<file path="src/rtl/rsa_pkg.sv">
// Shared types for the modular-exponentiation request scheduler: default widths,
// scheduler FSM states and the queued request record.
package rsa_pkg;

    localparam int DEF_WORD_W = 32;
    localparam int DEF_TAG_W  = 4;

    typedef enum logic [1:0] {
        IDLE,
        ISSUE,
        WAIT,
        OUT
    } sched_state_t;

    typedef struct packed {
        logic [DEF_WORD_W-1:0] base;
        logic [DEF_WORD_W-1:0] exp;
        logic [DEF_WORD_W-1:0] mod;
        logic [DEF_TAG_W-1:0]  tag;
    } rsa_req_t;

endpackage

</file>
<file path="src/rtl/rsa_req_fifo.sv">
// Small request FIFO for the scheduler; item type is a parameter so the top can
// pass a record sized to its own WORD_W/TAG_W.
module rsa_req_fifo
    import rsa_pkg::*;
#(
    parameter int  DEPTH  = 4,
    parameter type item_t = rsa_req_t
) (
    input  logic                   clk,
    input  logic                   rst_n,
    input  logic                   push,
    input  item_t                  push_data,
    input  logic                   pop,
    output item_t                  pop_data,
    output logic                   full,
    output logic                   empty,
    output logic [$clog2(DEPTH):0] count
);

    localparam int AW = $clog2(DEPTH);

    item_t          mem [DEPTH];
    logic [AW-1:0]  wr_ptr;
    logic [AW-1:0]  rd_ptr;
    logic           do_push;
    logic           do_pop;

    // A pop never frees room for a push in the same cycle: push is gated by full.
    assign do_push  = push && !full;
    assign do_pop   = pop && !empty;
    assign full     = (count == (AW+1)'(DEPTH));
    assign empty    = (count == '0);
    assign pop_data = mem[rd_ptr];

    always_ff @(posedge clk) begin
        if (do_push) begin
            mem[wr_ptr] <= push_data;
        end
    end

    always_ff @(posedge clk or negedge rst_n) begin
        if (!rst_n) begin
            wr_ptr <= '0;
            rd_ptr <= '0;
            count  <= '0;
        end else begin
            if (do_push) begin
                wr_ptr <= wr_ptr + AW'(1);
            end
            if (do_pop) begin
                rd_ptr <= rd_ptr + AW'(1);
            end
            case ({do_push, do_pop})
                2'b10:   count <= count + (AW+1)'(1);
                2'b01:   count <= count - (AW+1)'(1);
                default: count <= count;
            endcase
        end
    end

endmodule

</file>
<file path="src/rtl/rsa_job_sched.sv">
// Request front-end for the modular-exponentiation engine: queues jobs, issues them
// one at a time, returns tagged results. Define RSA_SCHED_STATS_EN for job/error counters.
module rsa_job_sched
    import rsa_pkg::*;
#(
    parameter int WORD_W     = DEF_WORD_W,
    parameter int TAG_W      = DEF_TAG_W,
    parameter int DEPTH      = 4,
    parameter int ENG_CYCLES = 34
) (
    input  logic              clk,
    input  logic              rst_n,
    input  logic              in_valid,
    output logic              in_ready,
    input  logic [WORD_W-1:0] in_base,
    input  logic [WORD_W-1:0] in_exp,
    input  logic [WORD_W-1:0] in_mod,
    input  logic [TAG_W-1:0]  in_tag,
    output logic              eng_start,
    output logic [WORD_W-1:0] eng_base,
    output logic [WORD_W-1:0] eng_exp,
    output logic [WORD_W-1:0] eng_mod,
    input  logic [WORD_W-1:0] eng_result,
    input  logic              eng_done,
    output logic              out_valid,
    input  logic              out_ready,
    output logic [WORD_W-1:0] out_result,
    output logic [TAG_W-1:0]  out_tag,
    output logic              out_err
`ifdef RSA_SCHED_STATS_EN
    ,
    output logic [15:0]       stat_jobs,
    output logic [15:0]       stat_errs
`endif
);

    localparam int                CNT_W    = $clog2(ENG_CYCLES + 1);
    localparam logic [CNT_W-1:0]  CNT_LAST = CNT_W'(ENG_CYCLES - 1);

    typedef struct packed {
        logic [WORD_W-1:0] base;
        logic [WORD_W-1:0] exp;
        logic [WORD_W-1:0] mod;
        logic [TAG_W-1:0]  tag;
    } req_t;

    sched_state_t            state;
    sched_state_t            state_nxt;
    req_t                    push_data;
    req_t                    head;
    req_t                    hold;
    logic                    fifo_full;
    logic                    fifo_empty;
    logic [$clog2(DEPTH):0]  fifo_count;
    logic                    unused_fifo_count;
    logic                    ready_en;
    logic                    pop;
    logic                    bad_mod;
    logic                    complete;
    logic                    done_prev;
    logic [CNT_W-1:0]        cnt;
    logic [WORD_W-1:0]       res_q;
    logic [TAG_W-1:0]        tag_q;
    logic                    err_q;

    assign push_data = '{base: in_base, exp: in_exp, mod: in_mod, tag: in_tag};

    rsa_req_fifo #(
        .DEPTH  (DEPTH),
        .item_t (req_t)
    ) u_fifo (
        .clk       (clk),
        .rst_n     (rst_n),
        .push      (in_valid && in_ready),
        .push_data (push_data),
        .pop       (pop),
        .pop_data  (head),
        .full      (fifo_full),
        .empty     (fifo_empty),
        .count     (fifo_count)
    );

    assign unused_fifo_count = &{1'b0, fifo_count};

    // ready_en keeps in_ready low while reset is asserted and for the release cycle.
    assign in_ready   = ready_en && !fifo_full;
    assign bad_mod    = (head.mod < WORD_W'(2));
    assign complete   = (state == WAIT) && ((eng_done && !done_prev) || (cnt == CNT_LAST));
    assign eng_base   = hold.base;
    assign eng_exp    = hold.exp;
    assign eng_mod    = hold.mod;
    assign out_result = res_q;
    assign out_tag    = tag_q;
    assign out_err    = err_q;

    always_ff @(posedge clk or negedge rst_n) begin
        if (!rst_n) begin
            state <= IDLE;
        end else begin
            state <= state_nxt;
        end
    end

    always_comb begin
        state_nxt = state;
        case (state)
            IDLE:    if (!fifo_empty) state_nxt = bad_mod ? OUT : ISSUE;
            ISSUE:   state_nxt = WAIT;
            WAIT:    if (complete) state_nxt = OUT;
            OUT:     if (out_ready) state_nxt = IDLE;
            default: state_nxt = IDLE;
        endcase
    end

    always_comb begin
        eng_start = (state == ISSUE);
        out_valid = (state == OUT);
        pop       = (state == IDLE) && !fifo_empty;
    end

    // Holding registers, completion counter and result capture.
    always_ff @(posedge clk or negedge rst_n) begin
        if (!rst_n) begin
            ready_en  <= 1'b0;
            hold      <= '0;
            done_prev <= 1'b0;
            cnt       <= '0;
            res_q     <= '0;
            tag_q     <= '0;
            err_q     <= 1'b0;
        end else begin
            ready_en  <= 1'b1;
            done_prev <= eng_done;
            case (state)
                IDLE: begin
                    if (pop) begin
                        hold <= head;
                        if (bad_mod) begin
                            res_q <= '0;
                            tag_q <= head.tag;
                            err_q <= 1'b1;
                        end
                    end
                end
                ISSUE: cnt <= '0;
                WAIT: begin
                    cnt <= cnt + CNT_W'(1);
                    if (complete) begin
                        res_q <= eng_result;
                        tag_q <= hold.tag;
                        err_q <= 1'b0;
                    end
                end
                default: ;
            endcase
        end
    end

`ifdef RSA_SCHED_STATS_EN
    function automatic logic [15:0] sat_inc(input logic [15:0] v);
        return (v == 16'hFFFF) ? v : v + 16'd1;
    endfunction

    always_ff @(posedge clk or negedge rst_n) begin
        if (!rst_n) begin
            stat_jobs <= '0;
            stat_errs <= '0;
        end else if (out_valid && out_ready) begin
            stat_jobs <= sat_inc(stat_jobs);
            if (err_q) begin
                stat_errs <= sat_inc(stat_errs);
            end
        end
    end
`endif

endmodule

</file>
<file path="config.mk">
export PLATFORM = sky130hd
export DESIGN_NAME = rsa_job_sched
export DESIGN_NICKNAME = d
export VERILOG_FILES = /design/src/rtl/rsa_pkg.sv /design/src/rtl/rsa_req_fifo.sv /design/src/rtl/rsa_job_sched.sv
export SDC_FILE = /design/constraint.sdc
export NUM_CORES = 1
export LEC_CHECK = 0
export ABC_AREA = 1
export BUFFER_PORTS_ARGS = -buffer_cell sky130_fd_sc_hd__buf_4
export CAP_MARGIN = 0
export CORE_MARGIN = 1.5
export CORE_UTILIZATION = 36
export CTS_BUF_LIST = sky130_fd_sc_hd__clkbuf_4
export DETAILED_ROUTE_END_ITERATION = 8
export GPL_ROUTABILITY_DRIVEN = 0
export PLACE_DENSITY_LB_ADDON = 0.2
export SLEW_MARGIN = 20
export SYNTH_ARGS = -nofsm -noshare
export SYNTH_HDL_FRONTEND = slang
export SYNTH_SLANG_ARGS = --single-unit
</file>
<file path="constraint.sdc">
create_clock -name clk -period 6 [get_ports clk]
set_clock_uncertainty 0.05 [all_clocks]
set_input_delay 1.8 -clock clk [delete_from_list [all_inputs] [get_ports clk]]
set_output_delay 1.8 -clock clk [all_outputs]
set_load 0.05 [all_outputs]
</file>
* After elaboration in Yosys (flattened, before gate mapping)
Memory sizes are Yosys's and may differ from the RTL's.
Cells that the tools add are included.
** Cells by class
- Add/sub/neg operators :: 5
- Magnitude comparators :: 1
- Equality and inequality tests :: 12
- Muxes and demuxes :: 21
- Reduce and logical (&&, ||, !) cells :: 19
** Operator list (count)
- 2-to-1 mux 32 bit :: 3
- one-hot mux 32 bit (2 select lines) :: 1
- < comparator 32 x 2 -> 1 bit (second input constant) :: 1
- 2-to-1 mux 4 bit :: 3
- one-hot mux 6 bit (2 select lines) :: 1
- 2-to-1 mux 2 bit :: 4
- one-hot mux 2 bit (4 select lines) :: 1
- one-hot mux 4 bit (2 select lines) :: 1
- logical AND 1 bit :: 7
- adder 6 x 1 -> 6 bit (second input constant) :: 1
- equality test 2 bit (second input constant) :: 3
- equality test 6 bit (second input constant) :: 1
- != test 2 bit (second input constant) :: 3
- one-hot mux 3 bit (2 select lines) :: 1
- nonzero test 2 bit :: 3
- 2-to-1 mux 1 bit :: 5
- adder 2 x 1 -> 2 bit (second input constant) :: 2
- equality test 2 x 1 -> 1 bit (second input constant) :: 2
- != test 2 x 1 -> 1 bit (second input constant) :: 2
- AND reduction 4 bit :: 1
- adder 3 x 1 -> 3 bit (second input constant) :: 1
- equality test 3 bit (second input constant) :: 1
- logical NOT 1 bit :: 3
- logical NOT 3 bit :: 1
- other kinds (6) :: 6
** Storage, ports and cells
- Bits in registers :: 154
- Bits in writable memories :: 400
- Input bits :: 137
- Output and inout bits :: 136
- Word-level logic and storage cells :: 73
- Memories :: 1
** Memory list
- u_fifo.mem :: depth 4, width 100, rd ports 1, clocked after Yosys merged registers in 0, wr ports 1, line rsa_req_fifo.sv:22 : item_t mem [DEPTH];

* Logic depth before layout (Yosys ltp)
Gate-level depths: netlist of the first run.
- Depth after elaboration :: 7
- Gate-level depth with buffers :: 16

* Modules after synthesis
Synthesis of the first run repeated with hierarchy kept, for this count alone.
** Unflattened totals
- Cells, all modules :: 2018
- Area, all modules :: 23186.0 µm²
** By module, submodules not included
- rsa_req_fifo :: times used 1, cells each 1228, area each 16450.8 µm², seq. area each 12186.7 µm²
- rsa_job_sched :: times used 1, cells each 790, area each 6735.2 µm², seq. area each 3678.5 µm²

* Worst setup path before layout of the first run
No wires, ideal clock.
- Kind :: in2reg
- Start :: in in_valid
- End :: mem u_fifo.mem[0][0] (netlist bit) (enable)
- Arrival :: 6.233 ns
- Path slack :: -0.843 ns
- Stages :: 2
- Cells stage by stage :: nand2_1 -> nor2_1
** On the way
- Longest elaborated chain between the ends :: 4
** RTL lines
- from (decl) :: line rsa_job_sched.sv:13 : input logic in_valid,
- logical AND 1 bit :: line rsa_job_sched.sv:74 : .push (in_valid && in_ready),
- logical AND 1 bit :: line rsa_req_fifo.sv:29 : assign do_push = push && !full;
- 2-to-1 mux 1 bit :: line rsa_req_fifo.sv:36 : if (do_push) begin
- 2-to-1 mux 1 bit (implied by the code) :: line rsa_req_fifo.sv:37 : mem[wr_ptr] <= push_data;
- to (decl) :: line rsa_req_fifo.sv:22
Every way passes these cells.

* Final worst setup path of the first run
- Start :: reg u_fifo.rd_ptr[0]
- End :: reg res_q[31] (netlist: out_result[31])
** On the way
- Longest elaborated chain between the ends :: 4
** RTL lines
- from (decl) :: line rsa_req_fifo.sv:24 : logic [AW-1:0] rd_ptr;
- from (signal assigned) :: line rsa_req_fifo.sv:51 : rd_ptr <= rd_ptr + AW'(1);
- memory read (4 x 100 bit)
- < comparator 32 x 2 -> 1 bit :: line rsa_job_sched.sv:87 : assign bad_mod = (head.mod < WORD_W'(2));
- != test 2 bit (no source line)
- AND reduction 4 bit (no source line)
- to (signal assigned) :: line rsa_job_sched.sv:149 : res_q <= eng_result;
- to (decl) :: line rsa_job_sched.sv:62 : logic [WORD_W-1:0] res_q;
Every way passes these cells.
A chain may end at the register's enable or synchronous reset.

==> run metrics, run 1 <==
Yosys reg bits ~550; CP max-delay cell dfrtp_4; worst skew pair latency 950 ps; crit path max fanout 100; Final Cycle Share 0.619; Power, Total 14.2 mW; M1 WL 23100 µm; Hold Buf Count CTS 0; crit path cell chain inv_6 -> nand2_1 -> nand3_1 -> nand2_1 -> nand2_1 -> nor2_1 -> nand2_1 -> nor2_1 -> nand2_1 -> nand2_1 -> buf_4 -> nand2_2 -> nand2_1 -> nand2_1; hold violation total from the final report 0; headroom to the max-slew limit 0.280; Cells on Worst Hold Path 2; Die X 250 µm; most common cell after layout, fill and taps aside edfxtp_1; Die Y 250 µm; Clk pin slew, worst setup/hold paths 60 ps; RSZ-0062 raised after global routing no; Mapped Avg Cell Area between 10 and 15 µm²; I/O Buffers about 270; final slew viol count 0; status finished, final reports clean; Seq/Total Area, Yosys 0.720; post-CTS sizing 0; post-route ant nets 0; Tmin final ~3700 ps; total grt overflow 0; Initial DRC Count around 780; share of cells above drive strength 1 0.244; # DRC 0; Starting Density 0.364; CTS tree yes; top sig layer met5; Worst VDD drop approximately 0.00031 V; FF/Latch Area about 16000 µm²; area of the multi-input gates about 4800 µm²; io pins about 270; Vias about 14000; Final setup viols 0; CTS Sinks 554; number of global-route vias before repair 14630; Mapped Cells between 1500 and 2000; Initial DRT Pass Iterations 5; postcts setup bufs 0; Critical Path AT roughly 4400 ps; WL met3 between 3000 and 4000 µm; DR vias/cell ~4.7; Layout Area Growth over Synthesis 18.9%; Post-Syn Area around 22000 µm²; FP Rows 90; syn_nets around 2000; Hold Slack ~430 ps; most frequent cells in the layout edfxtp_1, nor2_1, nand2_1; Setup TNS 0 ps; Worst Setup End Kind flip-flop; worst slew pin tran between 1000 and 1500 ps; P_leak approximately 11 nW; Top cell by count, worst path nand2_1; kind of critical path flip-flop to flip-flop; TritonCTS Buffers around 150; final WL ~53000 µm; die area between 60000 and 70000 µm²; Data required, critical path ~6700 ps; Worst Path Buf+Inv 2; met2 WL post-DR 25100 µm; largest net degree at the start of global routing a little over 100; Wirelength per Cell about 17 µm; f_max ~270 MHz; H-tree depth 4; Warnings, synthesis 0; clk buf depth 3; Critical Path Max Stage Delay around 800 ps; Worst Hold Class flip-flop to flip-flop; Reg2Reg Depth 14; core area ~60000 µm²; initial antenna violation count 5; Netlist cell types 28; nets ~2300; Layout fillers ~5700; first-pass GRT wire length around 83000 µm; Cell Pwr Density between 500 and 600 nW/µm²; critical path depth 14; gr usage total 0.172; critical path startpoint category flip-flop; HPWL after DPL 29300 µm; max_cap viols 0; Root Buffer clkbuf_4; CP delay by family, top simple AND/OR/NAND/NOR gates
## stage by stage
step	cells	cell area (µm²)	worst slack (ps)	util
global placement	2767	24200	2110	0.400
floorplan	1891	22000	-843	-
global route	3040	26200	1840	0.433
detailed placement	2767	24200	2100	0.400
finish	3040	26200	2290	0.433
CTS	3037	26200	2130	0.433
## worst register-to-register path, stage by stage, from the launching register on
cell and delay [ps]:
dfrtp_4 800, inv_6 410, nand2_1 200, nand3_1 70
nand2_1 180, nand2_1 120, nor2_1 110, nand2_1 80
nor2_1 220, nand2_1 80, nand2_1 70, buf_4 360
nand2_2 520, nand2_1 210, nand2_1 70
## final timing paths
check | startpoint | end | slack (ps)
max reg2reg | u_fifo.rd_ptr[0] | out_result[31] | 2290
max | u_fifo.rd_ptr[0] | out_result[31] | 2290
min | out_result[30] | out_result[30] | 430
max in group asynchronous | rst_n | out_result[30] | 3810
min in group asynchronous | rst_n | eng_mod[13] | 940
min reg2reg | out_result[30] | out_result[30] | 430
## cell usage after synthesis
library cell,n,area [µm²]
a21boi_0,1,7.51
a21oi_1,13,65.1
a31oi_1,66,413
a32o_1,4,40.0
buf_1,21,78.8
buf_2,22,110
buf_4,96,721
buf_6,5,56.3
clkbuf_1,56,210
conb_1,1,3.75
dfrtp_1,154,3850
edfxtp_1,400,12000
fa_1,1,20.0
ha_1,12,150
inv_1,55,206
inv_2,2,7.51
nand2_1,342,1280
nand2_2,1,6.26
nand3_1,101,505
nor2_1,350,1310
nor3_1,4,20.0
nor3b_1,3,22.5
o21ai_0,174,871
o21ai_1,1,5.00
o21bai_1,1,7.51
o22ai_1,1,6.26
xnor2_1,1,8.76
xor2_1,3,26.3
## layout make-up
| type | count | share of cell area |
|---|---|---|
| Clock inverter | 42 | 0.0121 |
| Sequential cell | 554 | 0.606 |
| Antenna cell | 3 | 0.000287 |
| Multi-Input combinational cell | 1080 | 0.184 |
| Timing Repair Buffer | 294 | 0.0864 |
| Tap cell | 782 | 0.0374 |
| Inverter | 57 | 0.00855 |
| Clock buffer | 228 | 0.0653 |
## flip-flops by register name (all words and copies together) (netlist names), 4 cells and up
register and flops:
out_result 32, eng_exp 32, cnt 6, out_tag 4, hold 4, eng_mod 32
u_fifo.mem 400, eng_base 32
## routing by layer
layer	up-vias	GRT usage
li1	6957	-
met1	6938	0.216
met2	373	0.274
met3	91	0.0599
met4	6	0.0623
met5	-	0
## report_power, final
group,internal [mW],leakage (nW),switching [mW],total [mW]
logic,1.49,3.93,3.86,5.35
clock network,1.95,1.20,1.55,3.50
registers,4.88,5.48,0.466,5.34
## cells by family after synthesis
logic type                 synth area share
and+or+nand+nor                       0.143
other                              0.000170
xor gates and xnor gates            0.00159
adders and majority gates           0.00772
AOI/OAI and AO/OA                    0.0642
DFF                                   0.720
buffers and inverters                0.0631
(Power assumes the default switching activity.)
==> run 2: changes to the inputs <==
--- a/config.mk
+++ b/config.mk
@@ -5,7 +5,7 @@
 export SDC_FILE = /design/constraint.sdc
 export NUM_CORES = 1
 export LEC_CHECK = 0
-export ABC_AREA = 1
+export ABC_AREA = 0
 export BUFFER_PORTS_ARGS = -buffer_cell sky130_fd_sc_hd__buf_4
 export CAP_MARGIN = 0
 export CORE_MARGIN = 1.5
==> constraint.sdc (replaced) <==
create_clock -name clk -period 3.15 [get_ports clk]
set_clock_uncertainty 0.05 [all_clocks]
set_input_delay 0.945 -clock clk [delete_from_list [all_inputs] [get_ports clk]]
set_output_delay 0.945 -clock clk [all_outputs]
set_load 0.05 [all_outputs]
==> run 2 against run 1 <==
  * First-iteration DRC count decreased by 14%
  * Final cell count down 11%
  * Register-to-register slack got worse by 2200 ps
  * Global-route usage fell by 0.42 points
  * Largest power group unchanged
  * Power grew 96%
  * Final area grew 4.2%
  * Clock-buffer cell count is 7 lower
  * Core utilization increased by 0.92 points
  * Non-clock buffer count rose by 29
  * Worst setup slack worse by 2200 ps
==> run metrics, run 2 <==
syn_nets about 1600; crit path max fanout a little over 70; Setup TNS 0 ps; largest family of logic cells by synthesized area multiplexers; Worst Path Buf+Inv 3; Critical Path AT 3820 ps; most frequent cells in the layout edfxtp_1, nand2_1, buf_4; Critical Path Max Stage Delay about 540 ps; most common cell after layout, fill and taps aside edfxtp_1; worst skew pair latency around 950 ps; largest net degree at the start of global routing just over 100; Simple-Gate Fraction of Synth Area 0.0803; post-route ant nets 0; Synth top cells by count edfxtp_1, nand2_1, dfrtp_1; Wirelength per Cell slightly below 20 µm; I/O Buffers about 270; H-tree depth 4; Yosys reg bits between 500 and 600; number of flops mapped to enable cells by yosys 400; max reg flops 400; critical path startpoint category flip-flop; Post-Syn Area ~22000 µm²; die area around 64000 µm²; CP max-delay cell dfrtp_4; Cell Pwr Density 1020 nW/µm²; first-pass GRT wire length around 81000 µm; Initial DRC Count 675; Clk pin slew, worst setup/hold paths ~70 ps; Worst VDD drop 0.000754 V; Hold Slack 153 ps; Synth Flop Type edfxtp_1; hold violation total from the final report 0; async set-or-reset flop fraction in the synthesized netlist 0.278; adder-cell share of the synthesized area 0.00758; status finished, final reports clean; DR vias/cell between 4 and 5; Data required, critical path between 3000 and 4000 ps; Die X around 250 µm; Die Y around 250 µm; post-synthesis xor/xnor area fraction 0.00273; clk buf depth 3; kind of critical path flip-flop to flip-flop; Initial DRT Pass Iterations 5; final slew viol count 0; max_cap viols 0; Final Cycle Share 0.961; crit path cell chain buf_12 -> mux4_2 -> nor4_1 -> buf_4 -> nand4_1 -> buf_12 -> or4b_1 -> o2111ai_1; share of cells above drive strength 1 0.353; # DRC 0; total grt overflow 0; f_max about 330 MHz; Worst Hold Class primary input to flip-flop; CTS Sinks around 550; worst slew pin tran 778 ps; FP Rows 91; CTS tree yes; core area slightly above 60000 µm²; Compound-Gate Fraction of Synth Area 0.0458; Largest Register u_fifo.mem; P_leak roughly 11 nW; Layout Area Growth over Synthesis 21.6%; Synth area leaders edfxtp_1, dfrtp_1, mux4_2; Util after Layout 0.442; Netlist cell types between 40 and 50; number of global-route vias before repair 13987; mux cell area share after synthesis 0.102; nets approximately 1900; Top cell by count, worst path buf_12; RSZ-0062 raised after global routing no; Root Buffer clkbuf_4; io pins roughly 270; Mapped Avg Cell Area 15.5 µm²; headroom to the max-slew limit 0.482; TritonCTS Buffers roughly 150; CP delay by family, top simple AND/OR/NAND/NOR gates; Warnings, synthesis 0; HPWL after DPL about 30000 µm; Final setup viols 0; gr usage total 0.168; Seq/Total Area, Yosys 0.707; post-synth top area share 0.535; initial antenna violation count 5; Vias 13086; Synth area leader edfxtp_1; final WL 52400 µm; Starting Density 0.364; Mapped Cells ~1400; most numerous cell in the Yosys netlist edfxtp_1; Tmin final 3030 ps; Worst Setup End Kind flip-flop
[run 2: changes by cell type after synthesis, sizes merged, moves of 37 or more]
cell    delta
o211ai    +37
o21ai    -169
nor2     -346
mux4     +100
nand3     -98
a31oi     -65
[run 2: what timing repair did]
item / CTS / global route
endpoints found under the setup margin: 38 / 38
buffers inserted: 0 / 0
resized for setup: 6 / 2
hold buffers: 20 / 0
pin swaps: 1 / 1
endpoints found under the hold margin: 79 / 0
[run 2: where the power goes]
| group | internal, mW | total [mW] | leakage [nW] | switching, mW |
|---|---|---|---|---|
| Sequential | 9.40 | 10.2 | 5.53 | 0.829 |
| Combinational | 3.83 | 11.0 | 3.87 | 7.16 |
| Clock | 3.58 | 6.61 | 1.20 | 3.03 |
| Total | 16.8 | 27.8 | 10.6 | 11.0 |
[run 2: worst paths after layout]
check / startpoint / endpoint / slack [ps] / depth (start not counted)
setup / recovery: u_fifo.rd_ptr[0] / out_result[23] / 120 / 8
min in group asynchronous: rst_n / eng_mod[1] / 490 / 2
hold reg to reg: hold[0] / hold[0] / 420 / 2
hold / removal: in_base[11] / u_fifo.mem[2][79] / 150 / 1
max in group asynchronous: rst_n / eng_exp[21] / 1870 / 3
setup reg to reg: u_fifo.rd_ptr[0] / out_result[23] / 120 / 8
[run 2: per-stage QoR]
stage / cell area, µm² / total power [mW] / worst slack, ps / std cells
2_1_floorplan: 22500 / 18.7 / -262 / 1447
3_3_place_gp: 25000 / 21.3 / -172 / 2407
3_5_place_dp: 25000 / 21.5 / -192 / 2408
4_1_cts: 27300 / 28.4 / 16.1 / 2710
5_1_grt: 27300 / 29.6 / 0.615 / 2712
6_report: 27300 / 27.8 / 123 / 2712
[run 2: cell type report]
cell class	count	area, µm²
fill	5612	34400
sequential	554	15900
multi-input combinational	665	5440
timing repair buffer	323	2730
clock buffer	221	1660
tap	837	1050
clock inverter	61	363
inverter	49	186
antenna	2	5.00
[run 2: metal layers]
metal	global-route usage	share of wire	vias up
met4	0.0606	0.016	6
li1	-	-	6043
met5	0	0.00074	-
met2	0.273	0.49	375
met3	0.0650	0.080	77
met1	0.202	0.41	6585
[run 2: logic make-up (layout without fill, tap and decap cells)]
logic type	after synthesis	in the layout
DFF	554	554
and+or+nand+nor	407	407
buffers and inverters	228	654
AOI/OAI and AO/OA	134	134
muxes	103	103
adders and majority gates	13	13
xor gates and xnor gates	7	7
other	1	3
==> run 3: changes to the inputs <==
--- a/config.mk
+++ b/config.mk
@@ -14,6 +14,7 @@
 export DETAILED_ROUTE_END_ITERATION = 8
 export GPL_ROUTABILITY_DRIVEN = 0
 export PLACE_DENSITY_LB_ADDON = 0.2
+export SETUP_SLACK_MARGIN = 0.15
 export SLEW_MARGIN = 20
 export SYNTH_ARGS = -nofsm -noshare
 export SYNTH_HDL_FRONTEND = slang
==> run 3 against run 2 <==
  * Worst setup slack improved by 150 ps
  * Global-route usage barely moved
  * Sequential share of layout area fell by 0.17 points
  * Critical path depth did not move
  * Clock power barely moved
  * Critical path type unchanged
==> run metrics, run 3 (synthesis results as in run 2) <==
CTS tree yes; FP Rows 91; Wirelength per Cell 19.3 µm; RR Startpoint u_fifo.rd_ptr[0]; Hold Slack 147 ps; CP max-delay cell mux4_2; Area after DPL 25000 µm²; status finished, final reports clean; TritonCTS Buffers around 150; critical path startpoint category flip-flop; Final setup viols 0; die area between 60000 and 70000 µm²; area of the multi-input gates 5450 µm²; kind of critical path flip-flop to flip-flop; crit path max fanout 71; initial antenna violation count 5; Layout Area Growth over Synthesis 22.0%; Worst Hold Class primary input to flip-flop; H-tree depth 4; Worst VDD drop 0.000756 V; Hold Crit Start in_base[11]; DR vias/cell around 4.8; clk buf depth 3; io pins 273; P_leak roughly 11 nW; total grt overflow 0; crit path cell chain buf_12 -> buf_12 -> mux4_2 -> nor4_1 -> nand4_1 -> buf_12 -> or4b_1 -> o2111ai_1; most common cell after layout, fill and taps aside edfxtp_1; Starting Density 0.364; Layout fillers 5605; post-route ant nets 0; Root Buffer clkbuf_4; Vias approximately 13000; RSZ-0062 raised after global routing yes; # DRC 0; Clk pin slew, worst setup/hold paths about 70 ps; FF/Latch Area roughly 16000 µm²; Initial DRC Count around 640; nets roughly 1900; headroom to the max-slew limit 0.520; share of cells above drive strength 1 0.358; Initial DRT Pass Iterations 5; Worst Setup End Kind flip-flop; Data required, critical path 3930 ps; final slew viol count 0; worst slew pin tran about 700 ps; Design Area, Final about 27000 µm²; Top cell by count, worst path buf_12; gr usage total 0.168; Final Cycle Share 0.912; critical path startpoint u_fifo.rd_ptr[0]; Die Y between 200 and 300 µm; hold violation total from the final report 0; HPWL after DPL between 20000 and 30000 µm; max_cap viols 0; largest net degree at the start of global routing 102; worst skew pair latency about 950 ps; Critical Path Max Stage Delay around 530 ps; Cell Pwr Density 1020 nW/µm²; core area slightly above 60000 µm²; I/O Buffers approximately 270; final WL 52500 µm; Critical Path AT roughly 3700 ps; max reg flops 400; most frequent cells in the layout edfxtp_1, nand2_1, buf_4; CTS Sinks 554; Largest Register u_fifo.mem; Tmin final 2870 ps; f_max 348 MHz; number of global-route vias before repair 13983; first-pass GRT wire length just over 80000 µm; Die X approximately 250 µm
run 3: report_power, final:
| group | leakage [nW] | switching, mW | internal (mW) |
|---|---|---|---|
| registers | 5.53 | 0.805 | 9.41 |
| logic | 3.90 | 7.22 | 3.91 |
| clock network | 1.20 | 3.03 | 3.58 |
| total | 10.6 | 11.1 | 16.9 |
run 3: worst paths after layout:
kind | depth (start not counted) | slack [ps] | to
setup reg to reg | 8 | 280 | out_result[11]
setup / recovery | 8 | 280 | out_result[11]
hold / removal | 1 | 150 | u_fifo.mem[2][79]
max in group asynchronous | 3 | 1880 | eng_exp[21]
min in group asynchronous | 2 | 480 | eng_mod[1]
hold reg to reg | 2 | 420 | hold[0]
run 3: worst max-delay path: cells and delay by family (launching register included):
kind	cells	cell delay (ps)
mux	1	530
flops	1	480
buf+inv	3	500
simple gates	3	1080
compound gates	1	100
run 3: timing repair:
| item | 4_1_cts | 5_1_grt |
|---|---|---|
| hold buffers | 20 | 0 |
| endpoints found under the hold margin | 79 | 0 |
| pin swaps | 1 | 0 |
| setup buffers | 3 | 4 |
| gates resized for setup | 9 | 5 |
| endpoints found under the setup margin | 39 | 41 |
run 3: per-stage QoR:
stage               power, mW  setup TNS [ps]  setup slack [ps]  utilization  instances
floorplan                18.7         -104810              -262            -       1447
global placement         21.3           -5680              -172        0.405       2407
detailed placement       21.5           -5000              -192        0.405       2408
CTS                      28.4               0               142        0.443       2713
global route             29.7               0               144        0.444       2719
finish                   27.9               0               276        0.444       2719
run 3: per-layer routing:
layer | share of wire | vias up | GRT usage
li1 | - | 6056 | -
met1 | 0.41 | 6610 | 0.202
met2 | 0.49 | 353 | 0.274
met3 | 0.079 | 76 | 0.0650
met4 | 0.016 | 6 | 0.0599
met5 | 0.00074 | - | 0
run 3: area by class of cell:
class / instances / share of cell area
multi-input cells: 665 / 0.199
diodes: 2 / 0.000183
flip-flops and latches: 554 / 0.580
repair buffers: 330 / 0.102
clock inverters: 61 / 0.0133
inverters: 49 / 0.00681
well taps: 837 / 0.0382
clock buffers: 221 / 0.0606
